**src/rtl/vga_sync_decoder_if.sv**
```systemverilog
// vga_sync_decoder_if: sync/blank stream into the decoder and its recovered timing.
// The master drives hs/vs/blank; the slave (decoder) returns coordinates and measurements.
interface vga_sync_decoder_if #(
  parameter int CW = 11
);
  logic          hs;
  logic          vs;
  logic          blank;
  logic [CW-1:0] RxX;
  logic [CW-1:0] RxY;
  logic          pixel_valid;
  logic [CW-1:0] line_len;
  logic [CW-1:0] frame_lines;
  logic [CW-1:0] active_w;
  logic [CW-1:0] active_h;
  logic          locked;
  logic          err;
  logic [15:0]   err_count;

  modport master (
    output hs, vs, blank,
    input  RxX, RxY, pixel_valid, line_len, frame_lines,
    input  active_w, active_h, locked, err, err_count
  );

  modport slave (
    input  hs, vs, blank,
    output RxX, RxY, pixel_valid, line_len, frame_lines,
    output active_w, active_h, locked, err, err_count
  );
endinterface

```
**src/rtl/vga_sync_decoder.sv**
```systemverilog
// vga_sync_decoder: recovers coordinates, timing measurements and lock from hs/vs/blank.
// Define VGA_SYNC_DEC_ERRCNT_EN to build the saturating violation counter.
module vga_sync_decoder #(
  parameter int LOCK_FRAMES = 2,
  parameter int CW = 11
) (
  input logic Clk,
  input logic Reset,
  vga_sync_decoder_if.slave bus
);
  typedef enum logic [1:0] {SEARCH, MEASURE, LOCKED} state_t;

  localparam logic [3:0]    LF_M1 = 4'(LOCK_FRAMES - 1);
  localparam logic [CW-1:0] ONE   = CW'(1);

  function automatic logic [CW-1:0] inc(input logic [CW-1:0] v);
    return (&v) ? v : v + ONE;
  endfunction

  // {hs, vs, blank} sample and its previous value; ev = {hf, vf, bf, br}
  logic [2:0] s1_q, s1_d, s2_q;
  logic [3:0] ev_q, ev_d;
  logic       hf, vf, bf, br, blank2;

  always_comb begin
    s1_d = {bus.hs, bus.vs, bus.blank};
    ev_d = {s2_q[2] & ~s1_q[2], s2_q[1] & ~s1_q[1],
            s2_q[0] & ~s1_q[0], ~s2_q[0] & s1_q[0]};
  end

  always_ff @(posedge Clk or negedge Reset) begin
    if (!Reset) begin
      s1_q <= '1;
      s2_q <= '1;
      ev_q <= '0;
    end else begin
      s1_q <= s1_d;
      s2_q <= s1_q;
      ev_q <= ev_d;
    end
  end

  assign {hf, vf, bf, br} = ev_q;
  assign blank2 = s2_q[0];

  logic [CW-1:0]   hcnt_q, hcnt_d, vcnt_q, vcnt_d;
  logic [CW-1:0]   x_q, x_d, y_q, y_d;
  logic            seen_q, seen_d;
  logic [CW-1:0]   line_len_q, line_len_d, frame_lines_q, frame_lines_d;
  logic [CW-1:0]   active_w_q, active_w_d, active_h_q, active_h_d;
  logic            pv_q, pv_d, err_q, err_d, have_ref_q, have_ref_d;
  logic [3:0]      match_cnt_q, match_cnt_d, cnt_n;
  logic [4*CW-1:0] ref_q, ref_d, tuple_d;
  state_t          state_q, state_d;

  always_comb begin
    hcnt_d = inc(hcnt_q);
    line_len_d = line_len_q;
    if (hf) begin
      hcnt_d = ONE;
      line_len_d = hcnt_q;
    end
    // a line starting on the vs fall still belongs to the frame it closes
    vcnt_d = hf ? inc(vcnt_q) : vcnt_q;
    frame_lines_d = frame_lines_q;
    if (vf) begin
      vcnt_d = '0;
      frame_lines_d = hf ? inc(vcnt_q) : vcnt_q;
    end
    x_d = x_q;
    if (bf) x_d = '0;
    else if (!blank2) x_d = inc(x_q);
    active_w_d = br ? inc(x_q) : active_w_q;
    y_d = y_q;
    seen_d = seen_q;
    active_h_d = active_h_q;
    if (vf) begin
      active_h_d = seen_q ? inc(y_q) : '0;
      seen_d = 1'b0;
      y_d = '0;
    end
    if (bf) begin
      y_d = (vf || !seen_q) ? '0 : inc(y_q);
      seen_d = 1'b1;
    end
    pv_d = (state_q == LOCKED) & ~blank2;

    tuple_d = {line_len_d, frame_lines_d, active_w_d, active_h_d};
    cnt_n = (have_ref_q && tuple_d == ref_q) ? match_cnt_q + 4'd1 : 4'd0;
    state_d = state_q;
    match_cnt_d = match_cnt_q;
    have_ref_d = have_ref_q;
    ref_d = ref_q;
    err_d = 1'b0;
    unique case (state_q)
      SEARCH: if (vf) begin
        state_d = MEASURE;
        have_ref_d = 1'b0;
        match_cnt_d = '0;
      end
      MEASURE: if (vf) begin
        match_cnt_d = cnt_n;
        have_ref_d = 1'b1;
        ref_d = tuple_d;
        if (cnt_n == LF_M1) state_d = LOCKED;
      end
      LOCKED: if ((hf && hcnt_q != ref_q[4*CW-1 -: CW]) ||
                  (vf && frame_lines_d != ref_q[3*CW-1 -: CW])) begin
        err_d = 1'b1;
        state_d = SEARCH;
        match_cnt_d = '0;
      end
      default: state_d = SEARCH;
    endcase
  end

  always_ff @(posedge Clk or negedge Reset) begin
    if (!Reset) begin
      hcnt_q <= '0;
      vcnt_q <= '0;
      x_q <= '0;
      y_q <= '0;
      seen_q <= 1'b0;
      line_len_q <= '0;
      frame_lines_q <= '0;
      active_w_q <= '0;
      active_h_q <= '0;
      pv_q <= 1'b0;
      err_q <= 1'b0;
      have_ref_q <= 1'b0;
      match_cnt_q <= '0;
      ref_q <= '0;
      state_q <= SEARCH;
    end else begin
      hcnt_q <= hcnt_d;
      vcnt_q <= vcnt_d;
      x_q <= x_d;
      y_q <= y_d;
      seen_q <= seen_d;
      line_len_q <= line_len_d;
      frame_lines_q <= frame_lines_d;
      active_w_q <= active_w_d;
      active_h_q <= active_h_d;
      pv_q <= pv_d;
      err_q <= err_d;
      have_ref_q <= have_ref_d;
      match_cnt_q <= match_cnt_d;
      ref_q <= ref_d;
      state_q <= state_d;
    end
  end

`ifdef VGA_SYNC_DEC_ERRCNT_EN
  logic [15:0] err_count_q, err_count_d;

  always_comb begin
    err_count_d = err_count_q;
    if (err_d && !(&err_count_q)) err_count_d = err_count_q + 16'd1;
  end

  always_ff @(posedge Clk or negedge Reset) begin
    if (!Reset) err_count_q <= '0;
    else err_count_q <= err_count_d;
  end

  assign bus.err_count = err_count_q;
`else
  assign bus.err_count = 16'h0000;
`endif

  assign bus.RxX = x_q;
  assign bus.RxY = y_q;
  assign bus.pixel_valid = pv_q;
  assign bus.line_len = line_len_q;
  assign bus.frame_lines = frame_lines_q;
  assign bus.active_w = active_w_q;
  assign bus.active_h = active_h_q;
  assign bus.locked = (state_q == LOCKED);
  assign bus.err = err_q;
endmodule
```
**src/flat_wrapper.sv**
```systemverilog
// flat-port wrapper written by rule: the top's interface ports become plain ports
module vga_sync_decoder_flat 
#(
  parameter int LOCK_FRAMES = 2,
  parameter int CW = 11
)
  (Clk, Reset, bus_hs, bus_vs, bus_blank, bus_RxX, bus_RxY, bus_pixel_valid, bus_line_len, bus_frame_lines, bus_active_w, bus_active_h, bus_locked, bus_err, bus_err_count);
  vga_sync_decoder_if #(.CW(CW)) bus_i ();
  input logic Clk;
  input logic Reset;
  input wire logic [$bits(bus_i.hs)-1:0] bus_hs;
  input wire logic [$bits(bus_i.vs)-1:0] bus_vs;
  input wire logic [$bits(bus_i.blank)-1:0] bus_blank;
  output wire logic [$bits(bus_i.RxX)-1:0] bus_RxX;
  output wire logic [$bits(bus_i.RxY)-1:0] bus_RxY;
  output wire logic [$bits(bus_i.pixel_valid)-1:0] bus_pixel_valid;
  output wire logic [$bits(bus_i.line_len)-1:0] bus_line_len;
  output wire logic [$bits(bus_i.frame_lines)-1:0] bus_frame_lines;
  output wire logic [$bits(bus_i.active_w)-1:0] bus_active_w;
  output wire logic [$bits(bus_i.active_h)-1:0] bus_active_h;
  output wire logic [$bits(bus_i.locked)-1:0] bus_locked;
  output wire logic [$bits(bus_i.err)-1:0] bus_err;
  output wire logic [$bits(bus_i.err_count)-1:0] bus_err_count;
  assign bus_i.hs = bus_hs;
  assign bus_i.vs = bus_vs;
  assign bus_i.blank = bus_blank;
  assign bus_RxX = bus_i.RxX;
  assign bus_RxY = bus_i.RxY;
  assign bus_pixel_valid = bus_i.pixel_valid;
  assign bus_line_len = bus_i.line_len;
  assign bus_frame_lines = bus_i.frame_lines;
  assign bus_active_w = bus_i.active_w;
  assign bus_active_h = bus_i.active_h;
  assign bus_locked = bus_i.locked;
  assign bus_err = bus_i.err;
  assign bus_err_count = bus_i.err_count;
  vga_sync_decoder #(.LOCK_FRAMES(LOCK_FRAMES), .CW(CW)) u_core (.Clk(Clk), .Reset(Reset), .bus(bus_i));
endmodule
```
**config.mk**
```make
export PLATFORM = sky130hd
export DESIGN_NAME = vga_sync_decoder_flat
export DESIGN_NICKNAME = d
export VERILOG_FILES = /design/src/rtl/vga_sync_decoder_if.sv /design/src/rtl/vga_sync_decoder.sv /design/src/flat_wrapper.sv
export SDC_FILE = /design/constraint.sdc
export NUM_CORES = 1
export LEC_CHECK = 0
export CORE_UTILIZATION = 60
export DETAILED_ROUTE_END_ITERATION = 12
export GPL_ROUTABILITY_DRIVEN = 0
export PLACE_DENSITY = 0.88
export SLEW_MARGIN = 20
export SYNTH_ARGS = -nofsm -noshare
export SYNTH_HDL_FRONTEND = slang
export SYNTH_SLANG_ARGS = --single-unit
```
**constraint.sdc**
```tcl
create_clock -name Clk -period 5.9 [get_ports Clk]
set_input_delay 1.18 -clock Clk [delete_from_list [all_inputs] [get_ports Clk]]
set_output_delay 1.18 -clock Clk [all_outputs]
set_load 0.02 [all_outputs]
```
Word-level counts from Yosys, hierarchy flattened

Cells that the tools add are included.

Flip-flop bits (word level): 152
Latch bits: 0
RAM bits: 0
Memory bits (read-only): 0
Logic and storage cells: 95
Memories: 0

Add/sub/neg operators: 5
$mul: 0
Div/mod/pow operators: 0
Order comparisons: 0
Eq/ne operators: 12
Shifts and indexed selects: 0
Muxes and demuxes: 33
Bitwise operators: 9
Reductions and logical operators: 18

Operators with widths:

| operator                                                         | number |
|---|---|
| 11-bit two-way mux                                               | 17 |
| 11-bit by 1-bit adder with 11-bit output (second input constant) | 4 |
| 44-bit == test                                                   | 1 |
| 11-bit AND reduction                                             | 4 |
| 11-bit != test                                                   | 2 |
| 4-bit two-way mux                                                | 4 |
| 4-bit one-hot mux with 3 select lines                            | 1 |
| 2-bit by 1-bit != test with 1-bit output (second input constant) | 5 |
| 2-bit two-way mux                                                | 4 |
| 4-bit AND reduction                                              | 2 |
| 2-bit one-hot mux with 3 select lines                            | 1 |
| 1-bit AND                                                        | 5 |
| 1-bit two-way mux                                                | 5 |
| 4-bit by 1-bit adder with 4-bit output (second input constant)   | 1 |
| 4-bit by 1-bit == test with 1-bit output (second input constant) | 1 |
| 1-bit NOT                                                        | 4 |
| 2-bit nonzero test                                               | 2 |
| 1-bit logical AND                                                | 3 |
| 3-bit AND reduction                                              | 1 |
| 3-bit nonzero test                                               | 1 |
| 2-bit by 1-bit == test with 1-bit output (second input constant) | 1 |
| 2-bit == test (second input constant)                            | 1 |
| 2-bit logical NOT                                                | 1 |
| 1-bit logical OR                                                 | 2 |
| other kinds (4)                                                  | 4 |

Depth between registers and ports, before layout

Gate-level depths: netlist of run 1.

Depth after elaboration: 11
Gate-level depth with buffers: 11
Depth with buffers taken out: 10

Worst setup path after synthesis of run 1

OpenSTA, ideal clock, no wires.

Kind: register to register
Start point: register u_core.vcnt_q[0]
End point: register u_core.state_q[1]
Library setup time: 0.066 ns
Data arrival time: 2.884 ns
Setup slack: 2.950 ns
Cell stages (with the launch flop): 11
Path buffers: 0
Period minus slack after synthesis: 2.950 ns
Cells stage by stage: dfrtp_1 > ha_1 > nand2_1 > o31ai_1 > mux2i_1 > mux2i_1 > a2111oi_0 > nand4_1 > nor4_4 > and2_1 > a22o_1

Longest elaborated chain between the ends: 10
Elaborated cells on any way between the ends: 15
Classes of those cells: add/sub (1); eq/ne (5); mux (4); reduce/logical (5)

Ends and longest elaborated chain:

| item                                                                                    | line                    | text |
|---|---|---|
| start: declaration                                                                      | vga_sync_decoder.sv:46  | `logic [CW-1:0] hcnt_q, hcnt_d, vcnt_q, vcnt_d;` |
| start signal: assignment                                                                | vga_sync_decoder.sv:136 | `vcnt_q <= vcnt_d;` |
| 11-bit by 1-bit adder with 11-bit output / 11-bit AND reduction (equally long branches) | vga_sync_decoder.sv:17  | `return (&v) ? v : v + ONE;` |
| 11-bit two-way mux                                                                      | --                      |  |
| 11-bit two-way mux *                                                                    | --                      |  |
| 11-bit two-way mux *                                                                    | vga_sync_decoder.sv:66  | `if (vf) begin` |
| 44-bit == test                                                                          | vga_sync_decoder.sv:89  | `cnt_n = (have_ref_q && tuple_d == ref_q) ? match_cnt_q + 4'd1 : 4'd0;` |
| 1-bit logical AND                                                                       | vga_sync_decoder.sv:89  |  |
| 4-bit two-way mux                                                                       | vga_sync_decoder.sv:89  |  |
| 4-bit by 1-bit == test with 1-bit output                                                | vga_sync_decoder.sv:105 | `if (cnt_n == LF_M1) state_d = LOCKED;` |
| 2-bit by 1-bit != test with 1-bit output (no source line)                               | --                      |  |
| 4-bit AND reduction (no source line) *                                                  | --                      |  |
| end signal: assignment                                                                  | vga_sync_decoder.sv:149 | `state_q <= state_d;` |
| end: declaration                                                                        | vga_sync_decoder.sv:54  | `state_t state_q, state_d;` |

Mark *: on every way between the ends. The rest lies on a longest branch, timed or not.
A chain may end at the register's enable or synchronous reset.

Final worst setup path of run 1

Start point: register u_core.vcnt_q[4]
End point: register u_core.match_cnt_q[0]

Longest elaborated chain between the ends: 9
Elaborated cells on any way between the ends: 15
Classes of those cells: add/sub (1); eq/ne (3); mux (6); reduce/logical (5)

Ends and longest elaborated chain:

| item                                                                                    | line                                            | text |
|---|---|---|
| 11-bit by 1-bit adder with 11-bit output / 11-bit AND reduction (equally long branches) | vga_sync_decoder.sv:17                          |  |
| 11-bit two-way mux                                                                      | --                                              |  |
| 11-bit two-way mux *                                                                    | --                                              |  |
| 11-bit two-way mux *                                                                    | vga_sync_decoder.sv:66                          |  |
| 44-bit == test / 11-bit != test (equally long branches)                                 | vga_sync_decoder.sv:89, vga_sync_decoder.sv:108 |  |
| 1-bit logical AND (on tied branches)                                                    | vga_sync_decoder.sv:89, vga_sync_decoder.sv:108 |  |
| 4-bit two-way mux / 1-bit logical OR (equally long branches)                            | vga_sync_decoder.sv:89, vga_sync_decoder.sv:107 |  |
| 4-bit two-way mux / 2-bit by 1-bit != test with 1-bit output (equally long branches)    | --                                              |  |
| 4-bit one-hot mux with 3 select lines / 4-bit AND reduction (equally long branches)     | --                                              |  |
| end signal: assignment                                                                  | vga_sync_decoder.sv:147                         | `match_cnt_q <= match_cnt_d;` |
| end: declaration                                                                        | vga_sync_decoder.sv:52                          | `logic [3:0] match_cnt_q, match_cnt_d, cnt_n;` |

Mark *: on every way between the ends. The rest lies on a longest branch, timed or not. The select of a mux whose other input is x is not followed.

==> out/qor.yml, run 1 <==
synthesis:
  ys_top_cells_by_count: "dfrtp_1 (146), nand2_1 (95), nor2_1 (73)"
  synth_top_family_by_area: "simple AND/OR/NAND/NOR gates"
  ys.warnings.count: 0
  yosys.area.top_type_share_pct: 42.4
  ys_async_sr_fraction_pct: 100
  synth-simple-area-share_pct: 21.4
  ys_types: 84
  synth_compound_area_share_pct: 14.4
  synth_xor_area_share_pct: 7.32
  synthAdderAreaFrac_pct: 0.727
  avgSynthCellArea_um2: 9.33
  ys.flop_type: "dfrtp_1"
  synthMuxAreaShare_pct: 5.71
  ys_ff_latch: 152
  synth_edf_count: 0
  yosysSeqAreaShare_pct: 44.3
  syn_area_um2: 8610
  synth.most_common_cell: "dfrtp_1"
  synth.area.top_cells: "dfrtp_1 (42%), xnor2_1 (5.4%), nand2_1 (4.1%)"
  synthCells: 923
  yosys.area.top_type: "dfrtp_1"
finish:
  area_growth_pct: 15.3
  fin_nets: 972
  diodes: 0
  drive_gt1_share_pct: 9.33
  finalNonFillerCells: 1155
  final_util_pct: 71.2
worst_setup_path:
  cp_max_fo: 13
  critPathTopFamily: "simple AND/OR/NAND/NOR gates"
  crit_path_end: "u_core.match_cnt_q[0]"
  crit_type: "reg2reg"
  required_ns: 6.24
  crit_top_cell: "mux2i_1"
  end_kind: "flop"
  critPathMaxStageDelay_ns: 0.67
  worstRegToRegCells: 9
  startpoint: "u_core.vcnt_q[4]"
  r2r-end: "u_core.match_cnt_q[0]"
  rr_startpoint: "u_core.vcnt_q[4]"
  cp.buffers_inverters: 0
  slowest_stage: "a2111oi_0"
  cp_cell_sequence: "nand4_1 -> o31ai_1 -> mux2i_1 -> mux2i_1 -> a2111oi_0 -> nand4_1 -> nor4_4 -> nand2_2 -> mux2i_1"
  reg2reg_slack_ns: 2.02
  arrival_ns: 4.21
  cp-start-kind: "flop"
  crit_cells: 9
sta:
  relSlewSlack_pct: 29.6
  post-route-period-util_pct: 65.7
  rsz0062_at_grt: "false"
  fmax_mhz: 258
  skew_ns: 0.00817
  period_needed_ns: 3.88
  finalSetupViolCount: 0
  fin_ws_ns: 2.02
  hold_violations: 0
  setup_tns_ns: 0
  drv_slew: 0
  tightest_slew_ns: 1.06
place:
  portBuffers: 73
  post-place-ws_ns: 2.14
  dp.cells: 1123
  dpl.hpwl_mm: 14.3
routing:
  drcViolationCount: 0
  dr.pass1.iters: 5
  num_vias: 7217
  drt.antenna.violating_nets: 0
  avgRoutedWirePerCell_um: 18.1
  viasPerCell: 6.25
  routed_wl_mm: 20.9
  drtIter0Drc: 781
run:
  max_cap_violations: 0
global_routing:
  grt-ovfl-total: 0
  met1_usage_pct: 40.0
  antenna_found_initial: 0
  grt_max_degree: 71
  grtUsageMet3_pct: 6.51
  grt_busiest_layer: "met2"
  grt_pass1_wl_mm: 34.2
  use_met2_pct: 46.9
  grt_pass1_vias: 6628
  grtUsageTotal_pct: 29.9
clock_tree:
  clk_latency_ns: 0.43
  holdBufCountCts: 0
  post-cts-setup-buffers: 0
  clk_path_buf_depth: 2
  clock-sinks: 152
  h-tree-depth: 4
  numCtsBuffers: 17
  clockRootBuffer: "clkbuf_16"
  path_clk_slew_ns: 0.06
  tritoncts: "done"
  cts-resized-gates: 0
floorplanning:
  die_w_um: 122
  row_count: 43
  start_util_pct: 61.8
  die-area_um2: 14800
  io_pins: 90
  die_h_um: 122
  fp.coreArea_um2: 13900
run_status:
  status: "completed"
hold_path:
  hp-class: "reg2reg"
power_and_ir_drop:
  p_per_area_nw_per_um2: 297
  p_leak_nw: 4.25
  vdd_drop_max_mv: 0.228
[through the flow]
step                power, mW  hold slack (ns)  cell area, um2
floorplan                1.59            0.354            8670
global placement         1.77            0.357            9290
detailed placement       1.78            0.359            9290
CTS                      2.95            0.368            9920
global route             3.07            0.372            9920
finish                   2.95            0.366            9920
[sequential cells by signal, summed over array words and instances (netlist names)]
register                cells
u_core.hcnt_q              11
u_core.vcnt_q              11
u_core.bus.pixel_valid      1
u_core.ref_q               44
u_core.seen_q               1
u_core.bus.err              1
u_core.bus.RxX             11
u_core.match_cnt_q          4
u_core.s1_q                 3
u_core.bus.frame_lines     11
u_core.have_ref_q           1
u_core.bus.RxY             11
u_core.state_q              2
u_core.bus.active_h        11
u_core.ev_q                 4
u_core.bus.active_w        11
u_core.bus.line_len        11
u_core.s2_q                 3
[worst min-delay path by stage]
| stage | slack, ns | cells after the start | to | from |
|---|---|---|---|---|
| detailed placement | 0.36 | 0 | u_core.s2_q[2] | u_core.s1_q[2] |
| floorplan | 0.35 | 0 | u_core.s2_q[1] | u_core.s1_q[1] |
| finish | 0.37 | 0 | u_core.s2_q[2] | u_core.s1_q[2] |
| CTS | 0.37 | 0 | u_core.s2_q[2] | u_core.s1_q[2] |
| global placement | 0.36 | 0 | u_core.s2_q[1] | u_core.s1_q[1] |
| global route | 0.37 | 0 | u_core.s2_q[2] | u_core.s1_q[2] |
[placed cells by master (no fill, tap or decap), types with 21 or more instances in the layout]
| cell type | count |
|---|---|
| a21oi_1 | 22 |
| nand2_1 | 95 |
| inv_1 | 36 |
| nor2_1 | 73 |
| clkdlybuf4s50_1 | 72 |
| nand4_1 | 21 |
| nand3_1 | 24 |
| nor3_1 | 23 |
| dfrtp_1 | 145 |
| mux2i_1 | 23 |
| o21ai_0 | 57 |
| mux2_2 | 22 |
| xnor2_1 | 53 |
[cells by family after synthesis]
family,after synthesis
compound gates,180
xor+xnor,72
fa+ha+maj,5
buf+inv,110
flops,152
mux,46
other cells,1
simple gates,357
[worst reg2reg max path, delay by kind of cell, from the launching register on]
kind            cells  cell delay [ns]
simple gates        4             1.42
compound gates      2             1.21
mux                 3             0.70
flops               1             0.47
[metal layers]
layer	share of wire [%]	vias up	wire, um
met4	3.1	0	638
li1	-	3316	-
met5	0	-	0
met2	48	367	9920
met3	7.7	53	1610
met1	42	3481	8710
[power by group]
part | switching, mW | internal (mW) | leakage [nW]
sequential | 0.118 | 1.13 | 2.02
clock | 0.448 | 0.723 | 0.293
combinational | 0.297 | 0.235 | 1.94
[layout make-up]
cell class	instances	area, um2
multi-input cells	676	4340
fillers	1011	4010
flip-flops and latches	152	3810
repair buffers	79	777
clock buffers	19	443
well taps	180	225
clock inverters	13	193
inverters	36	135
No activity file was read; power rests on OpenSTA's default activity.
==> run 2: changes to the inputs <==
--- a/config.mk
+++ b/config.mk
@@ -5,10 +5,10 @@
 export SDC_FILE = /design/constraint.sdc
 export NUM_CORES = 1
 export LEC_CHECK = 0
-export CORE_UTILIZATION = 60
+export CORE_UTILIZATION = 52
 export DETAILED_ROUTE_END_ITERATION = 12
 export GPL_ROUTABILITY_DRIVEN = 0
-export PLACE_DENSITY = 0.88
+export PLACE_DENSITY = 0.81
 export SLEW_MARGIN = 20
 export SYNTH_ARGS = -nofsm -noshare
 export SYNTH_HDL_FRONTEND = slang
==> constraint.sdc (replaced) <==
create_clock -name Clk -period 3.4 [get_ports Clk]
set_input_delay 0.68 -clock Clk [delete_from_list [all_inputs] [get_ports Clk]]
set_output_delay 0.68 -clock Clk [all_outputs]
set_load 0.02 [all_outputs]
==> run 2 against run 1 <==
- wire length grew 2.0%
- worst setup slack lost 1.9 ns
- cell area grew 2.0%
- worst hold slack lost 0.16 ns
- fmax grew 20%
- critical endpoint is now u_core.match_cnt_q[3]
- clock power grew 64%
- clock skew shrank 0.0014 ns
- global-route usage shrank 3.8 points
==> out/qor.yml, run 2 (same netlist as run 1, synthesis figures left out) <==
floorplanning:
  fp.coreArea_um2: 16000
  die_h_um: 131
  io_pins: 90
  start_util_pct: 53.8
  die-area_um2: 17100
  row_count: 46
  die_w_um: 131
clock_tree:
  h-tree-depth: 4
  cts-resized-gates: 0
  post-cts-setup-buffers: 0
  numCtsBuffers: 17
  clk_path_buf_depth: 2
  clockRootBuffer: "clkbuf_16"
  holdBufCountCts: 0
  clock-sinks: 152
  clk_latency_ns: 0.43
  tritoncts: "done"
  path_clk_slew_ns: 0.06
sta:
  post-route-period-util_pct: 95.3
  hold_violations: 0
  relSlewSlack_pct: 62.4
  skew_ns: 0.00673
  timing.hold.ws_ns: 0.211
  drv_slew: 0
  finalSetupViolCount: 0
  rsz0062_at_grt: "false"
  tightest_slew_ns: 0.558
  setup_tns_ns: 0
  fmax_mhz: 309
  period_needed_ns: 3.24
global_routing:
  antenna_found_initial: 0
  grtUsageTotal_pct: 26.1
  grt-ovfl-total: 0
  grt_max_degree: 66
  grt_pass1_wl_mm: 34.2
  grt_pass1_vias: 6689
run_status:
  status: "completed"
worst_setup_path:
  critPathMaxStageDelay_ns: 0.43
  cp_cell_sequence: "ha_1 -> and2_1 -> and3_1 -> o221a_1 -> or3_1 -> a2111oi_2 -> nand4b_1 -> nor4_4 -> buf_4 -> nand2_2 -> o31ai_2"
  end_kind: "flop"
  cp-start-kind: "flop"
  required_ns: 3.75
  crit_type: "reg2reg"
  slowest_stage: "dfrtp_1"
  cp_max_fo: 7
  arrival_ns: 3.59
run:
  max_cap_violations: 0
routing:
  drt.antenna.violating_nets: 0
  drcViolationCount: 0
  num_vias: 7156
  dr.pass1.iters: 5
  viasPerCell: 5.89
  drtIter0Drc: 662
  routed_wl_mm: 21.3
  avgRoutedWirePerCell_um: 17.5
finish:
  finalNonFillerCells: 1214
  drive_gt1_share_pct: 11.4
  final_common_cell: "dfrtp_1"
  largest_reg_flops: 44
  final_cell_mix: "dfrtp_1 (145), nand2_1 (95), nor2_1 (73)"
  diodes: 0
  area_growth_pct: 17.6
  fin_area_um2: 10100
  fin_nets: 995
  largest-register: "u_core.ref_q"
power_and_ir_drop:
  vdd_drop_max_mv: 0.382
  p_leak_nw: 4.37
  pwr-share-comb_pct: 19.6
  p_sw_mw: 1.48
  p_seq_share_pct: 42.3
  clkPwrFrac_pct: 38.1
  p_sw_share_pct: 29.3
  p_per_area_nw_per_um2: 498
  total_power_mw: 5.04
  p_int_mw: 3.57
place:
  dpl.hpwl_mm: 14.9
  portBuffers: 73
  dp.cells: 1181
  dpl_cell_area_um2: 9520
hold_path:
  hp-class: "in2async"
-- run 2: worst paths after layout --
path | startpoint | to | slack [ns] | depth (start not counted)
hold / removal | Reset | u_core.bus.RxX[2] | 0.21 | 1
setup / recovery | u_core.bus.RxY[1] | u_core.match_cnt_q[3] | 0.16 | 11
setup reg to reg | u_core.bus.RxY[1] | u_core.match_cnt_q[3] | 0.16 | 11
hold reg to reg | u_core.s1_q[2] | u_core.s2_q[2] | 0.37 | 0
max in group asynchronous | Reset | u_core.s1_q[2] | 2.41 | 2
min in group Clk | u_core.s1_q[2] | u_core.s2_q[2] | 0.37 | 0
-- run 2: layout make-up --
cell class | instances | area, um2
Fill cell | 1329 | 5870
Multi-Input combinational cell | 676 | 4340
Sequential cell | 152 | 3810
Timing Repair Buffer | 102 | 975
Clock buffer | 19 | 443
Tap cell | 216 | 270
Clock inverter | 13 | 153
Inverter | 36 | 135
-- run 2: critical path, delay by kind of cell (launching register included) --
| kind | cells | cell delay (ns) |
|---|---|---|
| and+or+nand+nor | 6 | 1.39 |
| AOI/OAI and AO/OA | 3 | 0.86 |
| DFF | 1 | 0.43 |
| adders and majority gates | 1 | 0.26 |
| buffers and inverters | 1 | 0.19 |
-- run 2: power by group through the flow --
stage               combinational (mW)  clock, mW  sequential [mW]
floorplan                        0.579          0             2.19
global placement                 0.959          0             2.15
detailed placement               0.976          0             2.16
CTS                              0.987       1.93             2.13
global route                      1.07       2.01             2.15
finish                           0.987       1.92             2.13
-- run 2: routing by layer --
layer  GRT usage [%]  vias up  share of wire, %
met3            5.70       60               6.4
met1            34.9     3462                43
li1                -     3359                 -
met5               0        -                 0
met2            41.2      275                47
met4            10.5        0               2.9
-- run 2: through the flow --
stage          worst slack [ns]  utilization (%)
2_1_floorplan             0.450                -
3_3_place_gp              0.237             59.5
3_5_place_dp              0.160             59.5
4_1_cts                   0.150             63.2
5_1_grt                  0.0662             63.3
6_report                  0.159             63.3
==> run 3: changes to the inputs <==
--- a/config.mk
+++ b/config.mk
@@ -5,6 +5,7 @@
 export SDC_FILE = /design/constraint.sdc
 export NUM_CORES = 1
 export LEC_CHECK = 0
+export CORE_MARGIN = 3
 export CORE_UTILIZATION = 52
 export DETAILED_ROUTE_END_ITERATION = 12
 export GPL_ROUTABILITY_DRIVEN = 0
==> run 3 against run 2 <==
- sequential cell count unchanged
- register-to-register slack improved by 0.04 ns
- combinational power decreased by 0.5%
- sequential power about the same
- fmax increased by 1.1%
- final cell count about the same
- largest cell class unchanged
- highest routed layer unchanged
- largest power group unchanged
- via count increased by 1.5%
- non-clock buffer count unchanged
- worst hold slack improved by 0.030 ns
- critical path depth unchanged
==> out/qor.yml, run 3 (same netlist as run 1, synthesis figures left out) <==
sta:
  relSlewSlack_pct: 57.3
  hold_violations: 0
  timing.hold.ws_ns: 0.241
  drv_slew: 0
  post-route-period-util_pct: 94.3
  fin_ws_ns: 0.194
  setup_tns_ns: 0
  period_needed_ns: 3.21
  fmax_mhz: 312
  rsz0062_at_grt: "false"
  finalSetupViolCount: 0
  tightest_slew_ns: 0.640
  skew_ns: 0.00851
finish:
  largest-register: "u_core.ref_q"
  fin_nets: 995
  fin_area_um2: 10200
  final_common_cell: "dfrtp_1"
  area_growth_pct: 17.9
  diodes: 0
  fill_cells: 1291
  largest_reg_flops: 44
  final_util_pct: 63.2
  final_cell_mix: "dfrtp_1 (145), nand2_1 (95), nor2_1 (73)"
  finalNonFillerCells: 1213
  drive_gt1_share_pct: 11.3
place:
  dpl.hpwl_mm: 15.1
  post-place-ws_ns: 0.150
  dpl_cell_area_um2: 9540
  portBuffers: 73
  dp.cells: 1181
clock_tree:
  path_clk_slew_ns: 0.06
  tritoncts: "done"
  clockRootBuffer: "clkbuf_16"
  holdBufCountCts: 0
  clock-sinks: 152
  clk_latency_ns: 0.43
  h-tree-depth: 4
  numCtsBuffers: 17
  clk_path_buf_depth: 2
floorplanning:
  fp.coreArea_um2: 16100
  start_util_pct: 53.6
  io_pins: 90
  die_w_um: 135
  die-area_um2: 18100
  die_h_um: 135
  row_count: 46
global_routing:
  grt-ovfl-total: 0
  grt_pass1_wl_mm: 35.5
  antenna_found_initial: 0
  grt_pass1_vias: 6937
  grtUsageTotal_pct: 24.5
  grt_max_degree: 70
worst_setup_path:
  cp_max_fo: 7
  end_kind: "flop"
  arrival_ns: 3.54
  crit_type: "reg2reg"
  required_ns: 3.73
  worstRegToRegCells: 11
  r2r-end: "u_core.match_cnt_q[3]"
  reg2reg_slack_ns: 0.19
  rr_startpoint: "u_core.bus.RxY[1]"
  cp-start-kind: "flop"
run_status:
  status: "completed"
power_and_ir_drop:
  p_per_area_nw_per_um2: 500
  vdd_drop_max_mv: 0.321
  total_power_mw: 5.08
  p_sw_share_pct: 28.6
  p_int_mw: 3.63
  clkPwrFrac_pct: 38.5
  p_seq_share_pct: 42.1
  pwr-share-comb_pct: 19.3
  p_leak_nw: 4.39
  p_sw_mw: 1.45
routing:
  dr.pass1.iters: 7
  viasPerCell: 5.99
  routed_wl_mm: 21.7
  drt.antenna.violating_nets: 0
  num_vias: 7266
  drtIter0Drc: 656
  avgRoutedWirePerCell_um: 17.9
  drcViolationCount: 0
hold_path:
  hp-class: "in2async"
run:
  max_cap_violations: 0
==> run 3: layer usage <==
layer / vias up / global-route usage (%) / routed length, um / share of wire (%)
met3: 45 / 5.07 / 1470 / 6.8
met4: 0 / 9.28 / 544 / 2.5
met5: - / 0 / 0 / 0
met1: 3529 / 32.7 / 9160 / 42
li1: 3369 / - / - / -
met2: 323 / 39.6 / 10500 / 48
==> run 3: layout make-up <==
class,count,area [um2],area share (%)
Multi-Input combinational cell,676,4340,42.8
Sequential cell,152,3810,37.5
Timing Repair Buffer,102,987,9.72
Clock buffer,23,488,4.80
Tap cell,216,270,2.66
Inverter,36,135,1.33
Clock inverter,8,119,1.17
==> run 3: power by group through the flow <==
stage	logic, mW	registers [mW]	clock network (mW)
floorplan	0.579	2.19	0
global placement	0.957	2.16	0
detailed placement	0.972	2.17	0
CTS	0.983	2.14	1.97
global route	1.06	2.16	2.06
finish	0.982	2.14	1.96
==> run 3: repair_timing <==
action	4_1_cts	5_1_grt
setup buffers	0	1
gates resized for setup	0	1
endpoints found under the setup margin	0	6
==> run 3: worst max path at each step <==
stage | start | end | cells past startpoint
final | u_core.bus.RxY[1] | u_core.match_cnt_q[3] | 11
after global routing | u_core.bus.RxY[1] | u_core.match_cnt_q[3] | 11
after CTS | u_core.vcnt_q[1] | u_core.match_cnt_q[3] | 10
after detailed placement | u_core.vcnt_q[1] | u_core.state_q[1] | 10
after global placement | u_core.ev_q[3] | u_core.state_q[1] | 10
after floorplan | u_core.vcnt_q[0] | u_core.state_q[1] | 10
==> run 3: worst max-delay path, stage by stage, from the launching register on <==
cell       delay [ns]
dfrtp_1          0.43
ha_1             0.26
and2_1           0.24
and3_1           0.18
o221a_1          0.29
or3_1            0.38
a2111oi_2        0.35
nand4b_1         0.21
nor4_4           0.31
buf_4            0.20
nand2_2          0.07
o31ai_2          0.19
